==> src/rtl/serial_cmp_pkg.sv <==
// Shared types and constants for the bit-serial comparator front end.
package serial_cmp_pkg;

    // Driver FSM states; in_ready is asserted only in IDLE.
    typedef enum logic [1:0] {
        IDLE  = 2'd0,
        SHIFT = 2'd1,
        WAIT  = 2'd2,
        RESP  = 2'd3
    } state_t;

    // Bit positions of the captured comparator flags in the result vector.
    localparam int RES_GT = 2;
    localparam int RES_EQ = 1;
    localparam int RES_LT = 0;

    // Legal parameter ranges.
    localparam int WIDTH_MIN = 1;
    localparam int WIDTH_MAX = 32;
    localparam int LAT_MIN   = 1;
    localparam int LAT_MAX   = 4;

    // True when exactly one of the three flags is set.
    function automatic logic is_onehot3(input logic [2:0] f);
        return (f == 3'b001) || (f == 3'b010) || (f == 3'b100);
    endfunction

endpackage

==> src/rtl/serial_compare_driver_piso.sv <==
// Parallel-load, MSB-first shift-out register. Zeros are shifted in from
// the bottom, so once every bit has left, the serial output rests at 0.
module operand_piso #(
    parameter int WIDTH = 8
) (
    input  logic             clock,
    input  logic             reset,
    input  logic             load,
    input  logic             shift,
    input  logic [WIDTH-1:0] din,
    output logic             sout
);
    logic [WIDTH-1:0] sr_q;
    logic [WIDTH-1:0] sr_d;

    // Next-state: load wins over shift; shift moves the next bit into the MSB.
    always_comb begin
        sr_d = sr_q;
        if (load) begin
            sr_d = din;
        end else if (shift) begin
            sr_d = sr_q << 1;
        end
    end

    // Shift register storage, cleared by the asynchronous reset.
    always_ff @(posedge clock or negedge reset) begin
        if (!reset) begin
            sr_q <= '0;
        end else begin
            sr_q <= sr_d;
        end
    end

    assign sout = sr_q[WIDTH-1];

endmodule

==> src/rtl/serial_compare_driver.sv <==
// Word-level front end for the bit-serial magnitude comparator: accepts an
// operand pair, clears the comparator, shifts both operands MSB-first, waits
// RESULT_LAT cycles, then returns the captured g/e/l flags.
// Handshakes: a transfer happens on a rising edge where valid and ready are
// both high; the producer holds data stable while valid is high and ready low.
module serial_compare_driver
    import serial_cmp_pkg::*;
#(
    parameter int WIDTH      = 8,
    parameter int RESULT_LAT = 1
) (
    input  logic             clock,
    input  logic             reset,
    input  logic             in_valid,
    output logic             in_ready,
    input  logic [WIDTH-1:0] in_a,
    input  logic [WIDTH-1:0] in_b,
    output logic             ser_a,
    output logic             ser_b,
    output logic             ser_clear,
    input  logic             cmp_g,
    input  logic             cmp_e,
    input  logic             cmp_l,
    output logic             out_valid,
    input  logic             out_ready,
    output logic             out_gt,
    output logic             out_eq,
    output logic             out_lt,
    output logic             out_err,
    output logic [1:0]       dbg_state
);
    localparam int BCW = $clog2(WIDTH + 1);
    localparam int WCW = (RESULT_LAT > 1) ? $clog2(RESULT_LAT + 1) : 1;
    localparam logic [BCW-1:0] BIT_LAST  = BCW'(WIDTH - 1);
    localparam logic [WCW-1:0] WAIT_LAST = WCW'(RESULT_LAT - 1);

    generate
        if (WIDTH < WIDTH_MIN || WIDTH > WIDTH_MAX ||
            RESULT_LAT < LAT_MIN || RESULT_LAT > LAT_MAX) begin : g_bad_param
            $error("serial_compare_driver: WIDTH or RESULT_LAT out of range");
        end
    endgenerate

    state_t         state_q, state_d;
    logic [BCW-1:0] bit_cnt_q, bit_cnt_d;
    logic [WCW-1:0] wait_cnt_q, wait_cnt_d;
    logic [2:0]     res_q, res_d;
    logic           err_q, err_d;
    logic           ser_clear_q, ser_clear_d;
    logic           out_valid_q, out_valid_d;
    logic           load;
    logic           shift;

    // FSM next state, counters, result capture and registered-output values.
    always_comb begin
        state_d    = state_q;
        bit_cnt_d  = bit_cnt_q;
        wait_cnt_d = wait_cnt_q;
        res_d      = res_q;
        err_d      = err_q;
        load       = 1'b0;
        shift      = 1'b0;
        case (state_q)
            IDLE: begin
                bit_cnt_d  = '0;
                wait_cnt_d = '0;
                if (in_valid) begin
                    load    = 1'b1;
                    state_d = SHIFT;
                end
            end
            SHIFT: begin
                // Each SHIFT edge retires one bit; the last one zero-fills the PISOs.
                shift = 1'b1;
                if (bit_cnt_q == BIT_LAST) begin
                    bit_cnt_d = '0;
                    state_d   = WAIT;
                end else begin
                    bit_cnt_d = bit_cnt_q + 1'b1;
                end
            end
            WAIT: begin
                if (wait_cnt_q == WAIT_LAST) begin
                    res_d[RES_GT] = cmp_g;
                    res_d[RES_EQ] = cmp_e;
                    res_d[RES_LT] = cmp_l;
                    err_d         = !is_onehot3({cmp_g, cmp_e, cmp_l});
                    wait_cnt_d    = '0;
                    state_d       = RESP;
                end else if (wait_cnt_q != '1) begin
                    wait_cnt_d = wait_cnt_q + 1'b1;
                end
            end
            RESP: begin
                if (out_ready) begin
                    state_d = IDLE;
                end
            end
            default: state_d = IDLE;
        endcase
        // The comparator is held in clear whenever no operand is in flight.
        ser_clear_d = (state_d == IDLE) || (state_d == RESP);
        out_valid_d = (state_d == RESP);
    end

    // Control and result registers with asynchronous active-low reset.
    always_ff @(posedge clock or negedge reset) begin
        if (!reset) begin
            state_q     <= IDLE;
            bit_cnt_q   <= '0;
            wait_cnt_q  <= '0;
            res_q       <= '0;
            err_q       <= 1'b0;
            ser_clear_q <= 1'b1;
            out_valid_q <= 1'b0;
        end else begin
            state_q     <= state_d;
            bit_cnt_q   <= bit_cnt_d;
            wait_cnt_q  <= wait_cnt_d;
            res_q       <= res_d;
            err_q       <= err_d;
            ser_clear_q <= ser_clear_d;
            out_valid_q <= out_valid_d;
        end
    end

    operand_piso #(.WIDTH(WIDTH)) u_piso_a (
        .clock (clock),
        .reset (reset),
        .load  (load),
        .shift (shift),
        .din   (in_a),
        .sout  (ser_a)
    );

    operand_piso #(.WIDTH(WIDTH)) u_piso_b (
        .clock (clock),
        .reset (reset),
        .load  (load),
        .shift (shift),
        .din   (in_b),
        .sout  (ser_b)
    );

    assign in_ready  = (state_q == IDLE);
    assign ser_clear = ser_clear_q;
    assign out_valid = out_valid_q;
    assign out_gt    = res_q[RES_GT];
    assign out_eq    = res_q[RES_EQ];
    assign out_lt    = res_q[RES_LT];
    assign out_err   = err_q;
    assign dbg_state = state_q;

endmodule

==> config.mk <==
export PLATFORM = sky130hd
export DESIGN_NAME = serial_compare_driver
export DESIGN_NICKNAME = d
export VERILOG_FILES = /design/src/rtl/serial_cmp_pkg.sv /design/src/rtl/serial_compare_driver_piso.sv /design/src/rtl/serial_compare_driver.sv
export SDC_FILE = /design/constraint.sdc
export NUM_CORES = 1
export LEC_CHECK = 0
export BUFFER_PORTS_ARGS = -buffer_cell sky130_fd_sc_hd__buf_2
export CAP_MARGIN = 20
export CORE_UTILIZATION = 30
export DETAILED_ROUTE_END_ITERATION = 16
export GPL_ROUTABILITY_DRIVEN = 0
export PLACE_DENSITY = 0.58
export SYNTH_ARGS = -nofsm -noshare
export SYNTH_HDL_FRONTEND = slang
export SYNTH_SLANG_ARGS = --single-unit
==> constraint.sdc <==
create_clock -name clock -period 1.55 [get_ports clock]
set_input_delay 0.2325 -clock clock [delete_from_list [all_inputs] [get_ports clock]]
set_output_delay 0.2325 -clock clock [all_outputs]
set_load 0.03 [all_outputs]
Yosys cells after proc, flatten, opt, wreduce, memory -nomap -nowiden
Cells that the tools add are included.
{ "classes": {"eq_ne": 8, "div": 0, "n_addsub": 1, "n_mul": 0, "n_shift": 0, "n_reduce_logical": 10, "n_bitwise": 1, "order_cmp": 0, "n_mux": 16} }
{ "ops": {"columns": ["op", "n"], "rows": [
  ["$mux W8", 4],
  ["$mux W2", 4],
  ["$pmux W2 S4", 1],
  ["$pmux W4 S2", 1],
  ["$eq A2 B2 Y1 const B", 3],
  ["$reduce_bool A2 Y1", 3],
  ["$add A4 B1 Y4 const B", 1],
  ["$eq A4 B3 Y1 const B", 1],
  ["$logic_not A2 Y1", 2],
  ["$mux W1", 4],
  ["$mux W4", 1],
  ["$eq A3 B1 Y1 const B", 1],
  ["$eq A3 B2 Y1 const B", 1],
  ["$eq A3 B3 Y1 const B", 1],
  ["$logic_or A1 B1 Y1", 3],
  ["$eq A2 B1 Y1 const B", 1],
  ["$pmux W1 S2", 1],
  ["$reduce_and A2 Y1", 1],
  ["$logic_not A1 Y1", 1],
  ["$not A1 Y1", 1]
]} }
{ "totals": {"regBits": 29, "rom_bits": 0, "wordCells": 45, "n_memories": 0, "input_bits": 23, "output_inout_bits": 11, "ramBits": 0, "latchBits": 0} }

Depth between registers and ports, before layout
Gate-level depths: netlist of run 1.
{ "logic_depth": {"ltp_word": 5, "ltp_mapped": 8, "depth_no_buf": 6} }

By module
Synthesis of run 1 repeated with hierarchy kept, for this count alone.
{ "unflattened": {"hier_cells": 119, "hier_area_um2": 1360.1} }
{ "by_module_without_submodules": {"columns": ["module", "instances", "area_per_inst_um2", "seq_area_each_um2", "cells_per_inst"], "rows": [
  ["operand_piso", 2, 369.1, 200.2, 34],
  ["serial_compare_driver", 1, 621.8, 326.6, 51]
]} }

Least setup slack after synthesis of run 1
No wires, ideal clock.
{ "synth_timing": {"kind": "reg-to-reg", "startpoint": "reg state_q[0], in the netlist dbg_state[0]", "endpoint": "reg ser_clear_q, in the netlist ser_clear", "path_slack_ns": -0.039, "synth_period_minus_slack_ns": 1.589, "setup_time_ns": 0.058, "arrival_time_ns": 1.530, "required_ns": 1.492, "path_stages_with_launch": 9, "path_cell_list": "dfrtp_1 > buf_4 > nor2b_1 > clkbuf_2 > buf_6 > nand2_1 > nand2_1 > ha_1 > inv_1"} }
{ "synth_between": {"elab_chain_cells": 4, "word_cells_on_any_way": 12, "cone_classes": "eq/ne (4); mux (5); reduce/logical (3)"} }
{ "synth_lines": {"columns": ["element", "line_no", "rtl"], "rows": [
  ["start, declared", "serial_compare_driver.sv:44", "state_t state_q, state_d;"],
  ["start signal, assigned", "serial_compare_driver.sv:117", "state_q <= state_d;"],
  ["$eq A2 B2 Y1, or another cell as far along", "serial_compare_driver.sv:63", "case (state_q)"],
  ["$pmux W2 S4 *", "serial_compare_driver.sv:63", null],
  ["$eq A2 B2 Y1 or $logic_not A2 Y1 (tied branches)", "serial_compare_driver.sv:102", "ser_clear_d = (state_d == IDLE) || (state_d == RESP);"],
  ["$logic_or A1 B1 Y1 *", "serial_compare_driver.sv:102", null],
  ["via ser_clear_d", "serial_compare_driver.sv:49", "logic ser_clear_q, ser_clear_d;"],
  ["end signal, assigned", "serial_compare_driver.sv:122", "ser_clear_q <= ser_clear_d;"],
  ["end, declared", "serial_compare_driver.sv:49", null]
]} }
Mark *: on every way through the listed nets, which the timed path passes. The rest lies on a longest branch.
A chain may end at the register's enable or synchronous reset.

Worst setup path after layout of run 1
{ "layout_timing": {"startpoint": "reg state_q[1], in the netlist dbg_state[1]", "endpoint": "reg bit_cnt_q[3]"} }
{ "layout_between": {"elab_chain_cells": 2, "word_cells_on_any_way": 4, "cone_classes": "eq/ne (1); mux (1); reduce/logical (2)"} }
{ "layout_lines": {"columns": ["element", "line_no", "rtl"], "rows": [
  ["$eq A2 B1 Y1 or $logic_not A2 Y1 (tied branches)", "serial_compare_driver.sv:63", null],
  ["$pmux W4 S2 or $reduce_bool A2 Y1 (tied branches)", null, null],
  ["end signal, assigned", "serial_compare_driver.sv:118", "bit_cnt_q <= bit_cnt_d;"],
  ["end, declared", "serial_compare_driver.sv:45", "logic [BCW-1:0] bit_cnt_q, bit_cnt_d;"]
]} }
Parallel ways exist; a longest one is shown, timed or not.

==> results of run 1 <==
==> report_power, final <==
part | leakage (nW) | internal [W] | total [W] | switching, W
clock | 0.0585 | 0.000523 | 0.000804 | 0.000280
combinational | 0.404 | 0.000513 | 0.00130 | 0.000782
sequential | 0.371 | 0.00107 | 0.00126 | 0.000193
==> through the flow <==
| step | setup WS (ps) | hold slack, ps | util (%) |
|---|---|---|---|
| after floorplan | 1.535 | -63.09 | - |
| after global placement | 84.68 | 285.2 | 37.10 |
| after detailed placement | 2.183 | 305.2 | 37.10 |
| after CTS | 67.09 | 157.0 | 40.36 |
| after global routing | 22.30 | 163.5 | 40.36 |
| final | 86.66 | 167.5 | 40.36 |
==> logic make-up (layout without fill, tap and decap cells) <==
logic type,Yosys count,count (layout)
buffers and inverters,7,47
XOR/XNOR,1,1
adder cells (fa/ha/maj),2,2
AO/OA/AOI/OAI,24,24
flip-flops,29,29
multiplexers,5,5
AND/OR/NAND/NOR,52,52
==> layer usage <==
layer	part of all wire, %	wire length [um]
met1	43	1163
met2	49	1315
met3	6.2	167
met4	1.1	29
met5	0	0
==> tightest hold or removal path, stage by stage <==
cell	delay (ps)
buf_2	80
nand2_1	40
o21ai_0	60
==> synthesized netlist by cell type <==
cell type | instances | area [um2]
nand2_1 | 38 | 142.6
dfrtp_1 | 28 | 700.7
a22oi_1 | 14 | 105.1
mux2_2 | 5 | 56.30
o21ai_0 | 5 | 25.02
a22o_1 | 3 | 26.28
buf_6 | 3 | 33.78
nand3_1 | 3 | 15.01
nor2_1 | 3 | 11.26
ha_1 | 2 | 25.02
nor2b_1 | 2 | 12.51
a31oi_1 | 1 | 6.260
buf_2 | 1 | 5.000
buf_4 | 1 | 7.510
clkbuf_2 | 1 | 5.000
dfstp_2 | 1 | 26.28
inv_1 | 1 | 3.750
nand2b_1 | 1 | 6.260
nand2b_2 | 1 | 8.760
nand3b_1 | 1 | 7.510
nor3b_2 | 1 | 12.51
nor3b_4 | 1 | 18.77
o21bai_1 | 1 | 7.510
or4_1 | 1 | 7.510
xor2_1 | 1 | 8.760
==> sequential cells by signal, indices dropped and copies added (netlist names) <==
register / cells
out_valid: 1
u_piso_b.sr_q: 8
wait_cnt_q: 1
dbg_state: 2
res_q: 3
u_piso_a.sr_q: 8
bit_cnt_q: 4
ser_clear: 1
out_err: 1
==> worst paths after layout <==
kind / start / to / slack, ps
setup / recovery: dbg_state[1] / bit_cnt_q[3] / 90
hold / removal: in_b[0] / u_piso_b.sr_q[0] / 170
max in group asynchronous: reset / dbg_state[0] / 600
min in group asynchronous: reset / u_piso_a.sr_q[4] / 510
setup reg to reg: dbg_state[1] / bit_cnt_q[3] / 90
hold reg to reg: u_piso_a.sr_q[7] / u_piso_a.sr_q[7] / 470
==> cell type report <==
cell class / count / share of cell area, %
Clock buffer: 7 / 5.271
Clock inverter: 1 / 1.833
Inverter: 1 / 0.2292
Multi-Input combinational cell: 84 / 31.09
Sequential cell: 29 / 44.46
Tap cell: 50 / 3.820
Timing Repair Buffer: 38 / 13.29
==> layout by cell type (no fill, tap or decap), drive strengths merged, types with 2 or more instances in the layout <==
cell type	count
a22o	3
a22oi	14
nor2b	2
nand2	38
buf	37
nand2b	2
dfrtp	28
nand3	3
mux2	5
ha	2
clkbuf	7
nor2	3
o21ai	5
nor3b	2
==> repair_timing <==
item	4_1_cts	5_1_grt
hold buffers	1	0
endpoints found under the hold margin	21	0
gates resized for setup	2	1
setup endpoints to repair	3	1
==> metrics.yaml, run 1 <==
status: "finished clean"
syn-instance-count: 120
yosys.area_share.adder_pct: 1.947
synthMuxAreaShare_pct: 4.382
synth_compound_area_share_pct: 13.24
cts_sinks: 29
grt_remaining_overflow: 0
hold_path_depth: 3
fp.dieArea_mm2: 0.004549
slowest_delay_ps: 480
rows: 23
final_antenna_net_count: 0
postCtsSetupBuffers: 0
nFillCells: 390
final_cells: 210
path_buf_inv: 1
synthSimpleGateAreaFrac_pct: 18.89
hold_viol: 0
grt_pass1_vias: 1006
wl_um: 2676
drcViolationCount: 0
cts_buffer_depth: 2
synth_top_family_by_area: "simple AND/OR/NAND/NOR gates"
die_x_um: 67.45
n_antenna_cell: 0
max_freq_mhz: 683.4
clock_skew_ps: 3.339
cts_root_buffer: "clkbuf_8"
clkTransAtPathRegs_ps: 60
setup_violations: 0
final_area_mm2: 0.001638
cap_violations: 0
use_met2_pct: 21.50
antenna_found_initial: 0
placed_cell_area_mm2: 0.001505
cp-end-kind: "flip-flop"
fin_total_pwr_w: 0.003360
use_met3_pct: 5.912
grt_pass1_wl_um: 4429
htree_levels: 2
grt_busiest_layer: "met2"
finalCritPeriodShare_pct: 94.41
cts_buffers: 5
finalMaxSlewViolations: 0
vias: 1018
grt_setup_unrepaired: "false"
drt_first_iter_violations: 43
yosysSeqAreaShare_pct: 56.57
cp.arrival_ps: 1670
yosysWarnings: 0
avgSynthCellArea_um2: 10.71
r2r_cells: 4
clk_latency_ps: 270
regArea_um2: 728.2
path_cells: "buf_12 > nand2b_2 > or4_1 > nand3_1"
numPortBuffers: 33
ys_ff_latch: 29
dp_hpwl_um: 1908
fin_crit_ps: 1463
relSlewSlack_pct: 58.10
critical_path.slowest_cell: "or4_1"
area_delta_synth_final_pct: 27.46
worstSetupStartpointType: "flip-flop"
critPathKind: "reg -> reg"
critPathRequiredTime_ps: 1750
die_y_um: 67.45
met1_usage_pct: 16.02
vdd_drop_max_mv: 0.7886
drive_above_1_share_pct: 35.00
grt_max_degree: 30
worstMarginPinSlew_ps: 628.6
synth_cell_type_count: 25
cp.depth: 4
synth_area_mm2: 0.001285
multi_input_area_um2: 509.2
power_leakage_nw: 0.8333
tns_ps: 0
core_area_mm2: 0.004058
powerDensity_mw_per_mm2: 2051
io_pins: 34
grtUsageTotal_pct: 13.48
hold_class: "in -> reg"
wl_per_cell_um: 12.74
dp_cells: 201
path_max_fanout: 13
viasPerCell: 4.848
firstDrtPassIters: 4
cts_tree: "done"
synth-xor-area-share_pct: 0.6816
path_delay_family: "simple AND/OR/NAND/NOR gates"
initial_utilization_pct: 31.67
syn-num-nets: 145
final_nets: 184
No activity file was read; power rests on OpenSTA's default activity.
==> run 2, diff against run 1 <==
--- a/config.mk
+++ b/config.mk
@@ -5,6 +5,7 @@
 export SDC_FILE = /design/constraint.sdc
 export NUM_CORES = 1
 export LEC_CHECK = 0
+export ABC_AREA = 1
 export BUFFER_PORTS_ARGS = -buffer_cell sky130_fd_sc_hd__buf_2
 export CAP_MARGIN = 20
 export CORE_UTILIZATION = 30
==> run 2 against run 1 <==
Against the previous run:
- synthesized area grew 6.0%
- largest cell class unchanged
- sequential share of layout area shrank 1.1 points
- non-clock buffer count shrank 1
- clock power shrank 23%
- final cell count grew 15%
- wire length shrank 1.9%
- total power shrank 4.6%
==> metrics.yaml, run 2 <==
status: "finished clean"
syn-instance-count: 149
synth.most_common_cell: "nand2_1"
yosysWarnings: 0
finalCritPeriodShare_pct: 90.42
clk_latency_ps: 280
rows: 24
area_delta_synth_final_pct: 23.05
final_nets: 214
critical_path.slowest_cell: "dfrtp_1"
cp-end-kind: "output port"
synth_area_leaders: "dfrtp_1 (51%), nand2_1 (17%), nand3_2 (5.9%), nand3_1 (4.8%), inv_1 (2.2%)"
cp.arrival_ps: 1170
power_leakage_nw: 0.9134
grt_max_degree: 30
hold_viol: 0
placed_cell_area_mm2: 0.001580
io_pins: 34
wl_per_cell_um: 10.89
final_antenna_net_count: 0
synth_top_area_share_pct: 51.42
die_y_um: 69.40
final_cells: 241
yosysSeqAreaShare_pct: 53.35
nFillCells: 463
fp.dieArea_mm2: 0.004816
hold_class: "in -> reg"
ff2ff_setup_slack_ps: 170
path_max_fanout: 6
grt_pass1_wl_um: 4374
path_cells: "nor2_4 > buf_2"
htree_levels: 2
relSlewSlack_pct: 71.56
synth_edf_count: 0
clkTransAtPathRegs_ps: 60
ys_ff_latch: 29
worstMarginPinSlew_ps: 425.0
synth_top_area_cell: "dfrtp_1"
cts_buffers: 5
n_antenna_cell: 0
cts_buffer_depth: 2
finalMaxSlewViolations: 0
final_area_mm2: 0.001677
cts_tree: "done"
cts_root_buffer: "clkbuf_8"
avgSynthCellArea_um2: 9.145
worstSetupStartpointType: "flip-flop"
cap_violations: 0
grt_setup_unrepaired: "false"
postCtsSetupBuffers: 0
setup_violations: 0
dp_cells: 233
final_cell_mix: "nand2_1 (63), buf_2 (33), dfrtp_1 (28)"
grt_pass1_vias: 1016
syn-num-nets: 174
clock_skew_ps: 4.264
mostFrequentLayoutCell: "nand2_1"
tns_ps: 0
reg.largest.list: "u_piso_a.sr_q (8), u_piso_b.sr_q (8), bit_cnt_q (4)"
synth_area_mm2: 0.001363
slowest_delay_ps: 470
drive_above_1_share_pct: 31.22
numPortBuffers: 33
fin_crit_ps: 1401
core_area_mm2: 0.004354
viasPerCell: 4.461
die_x_um: 69.40
dp_hpwl_um: 1866
drcViolationCount: 0
cts_sinks: 29
max_freq_mhz: 713.5
fin_total_pwr_w: 0.003206
wl_um: 2625
firstDrtPassIters: 6
ys.flop_type: "dfrtp_1"
antenna_found_initial: 0
grt_remaining_overflow: 0
vdd_drop_max_mv: 0.4846
powerDensity_mw_per_mm2: 1912
synth_cell_type_count: 24
drt_first_iter_violations: 42
initial_utilization_pct: 31.29
critPathRequiredTime_ps: 1320
vias: 1075
critPathKind: "reg -> out"
synthArstFlopShare_pct: 100.0
grtUsageTotal_pct: 11.80
synth_top_cells_by_count: "nand2_1 (63), dfrtp_1 (28), nand3_1 (13), inv_1 (8), nand3_2 (8)"
==> run 2: cell count changes after synthesis, moves of 5 or more <==
cell     before  now
a22oi_1      14    0
inv_1         1    8
mux2_2        5    0
nand2_1      38   63
nand3_1       3   13
nand3_2       0    8
==> run 2: cell type report <==
class	instances	area [um2]	share of cell area, %
timing repair buffer	37	210.2	12.54
tap	52	65.06	3.881
clock buffer	7	86.33	5.149
inverter	11	46.29	2.761
sequential	29	726.9	43.36
multi-input combinational	105	541.8	32.31
==> run 2: worst max-delay path: cells and delay by family, from the launching register on <==
| family | cells | cell delay (ps) |
|---|---|---|
| DFF | 1 | 470 |
| buffers and inverters | 1 | 220 |
| and+or+nand+nor | 1 | 200 |
==> run 2: report_power, final <==
part	switching (W)	internal (W)	total [W]
registers	0.000213	0.00107	0.00128
clock network	0.000266	0.000351	0.000617
logic	0.000845	0.000465	0.00131
total	0.00132	0.00188	0.00321
==> run 2: routing by layer <==
| layer | routed length, um | GRT usage (%) | part of all wire (%) |
|---|---|---|---|
| met4 | 62 | 6.576 | 2.4 |
| met5 | 0 | 0 | 0 |
| met1 | 1212 | 13.79 | 46 |
| met2 | 1255 | 18.88 | 48 |
| met3 | 94 | 4.070 | 3.6 |
==> run 2: cells by family after synthesis <==
family | after synthesis | share of synthesized area [%]
AO/OA/AOI/OAI | 7 | 4.133
XOR/XNOR | 1 | 0.6429
adder cells (fa/ha/maj) | 2 | 1.836
buffers and inverters | 15 | 6.886
flip-flops | 29 | 53.35
AND/OR/NAND/NOR | 95 | 33.15
==> run 2: worst paths after layout <==
path / depth (start not counted) / startpoint / endpoint
max: 2 / dbg_state[1] / in_ready
min: 3 / in_a[0] / u_piso_a.sr_q[0]
min reg2reg: 2 / u_piso_b.sr_q[0] / u_piso_b.sr_q[0]
max reg2reg: 6 / bit_cnt_q[0] / ser_clear
min in group asynchronous: 3 / reset / u_piso_b.sr_q[7]
max in group asynchronous: 3 / reset / ser_clear
==> run 2: per-stage QoR <==
step | hold WS (ps) | util, % | setup WS (ps)
3_3_place_gp | 195.7 | 36.29 | 224.0
6_report | 152.6 | 38.51 | 148.5
3_5_place_dp | 198.3 | 36.29 | 189.9
2_1_floorplan | -63.09 | - | 94.41
5_1_grt | 154.2 | 38.51 | 58.57
4_1_cts | 145.0 | 38.51 | 128.6
==> run 2: timing repair <==
| action | 4_1_cts | 5_1_grt |
|---|---|---|
| hold buffers | 1 | 0 |
| hold endpoints to repair | 28 | 0 |
| gates resized for setup | 0 | 0 |
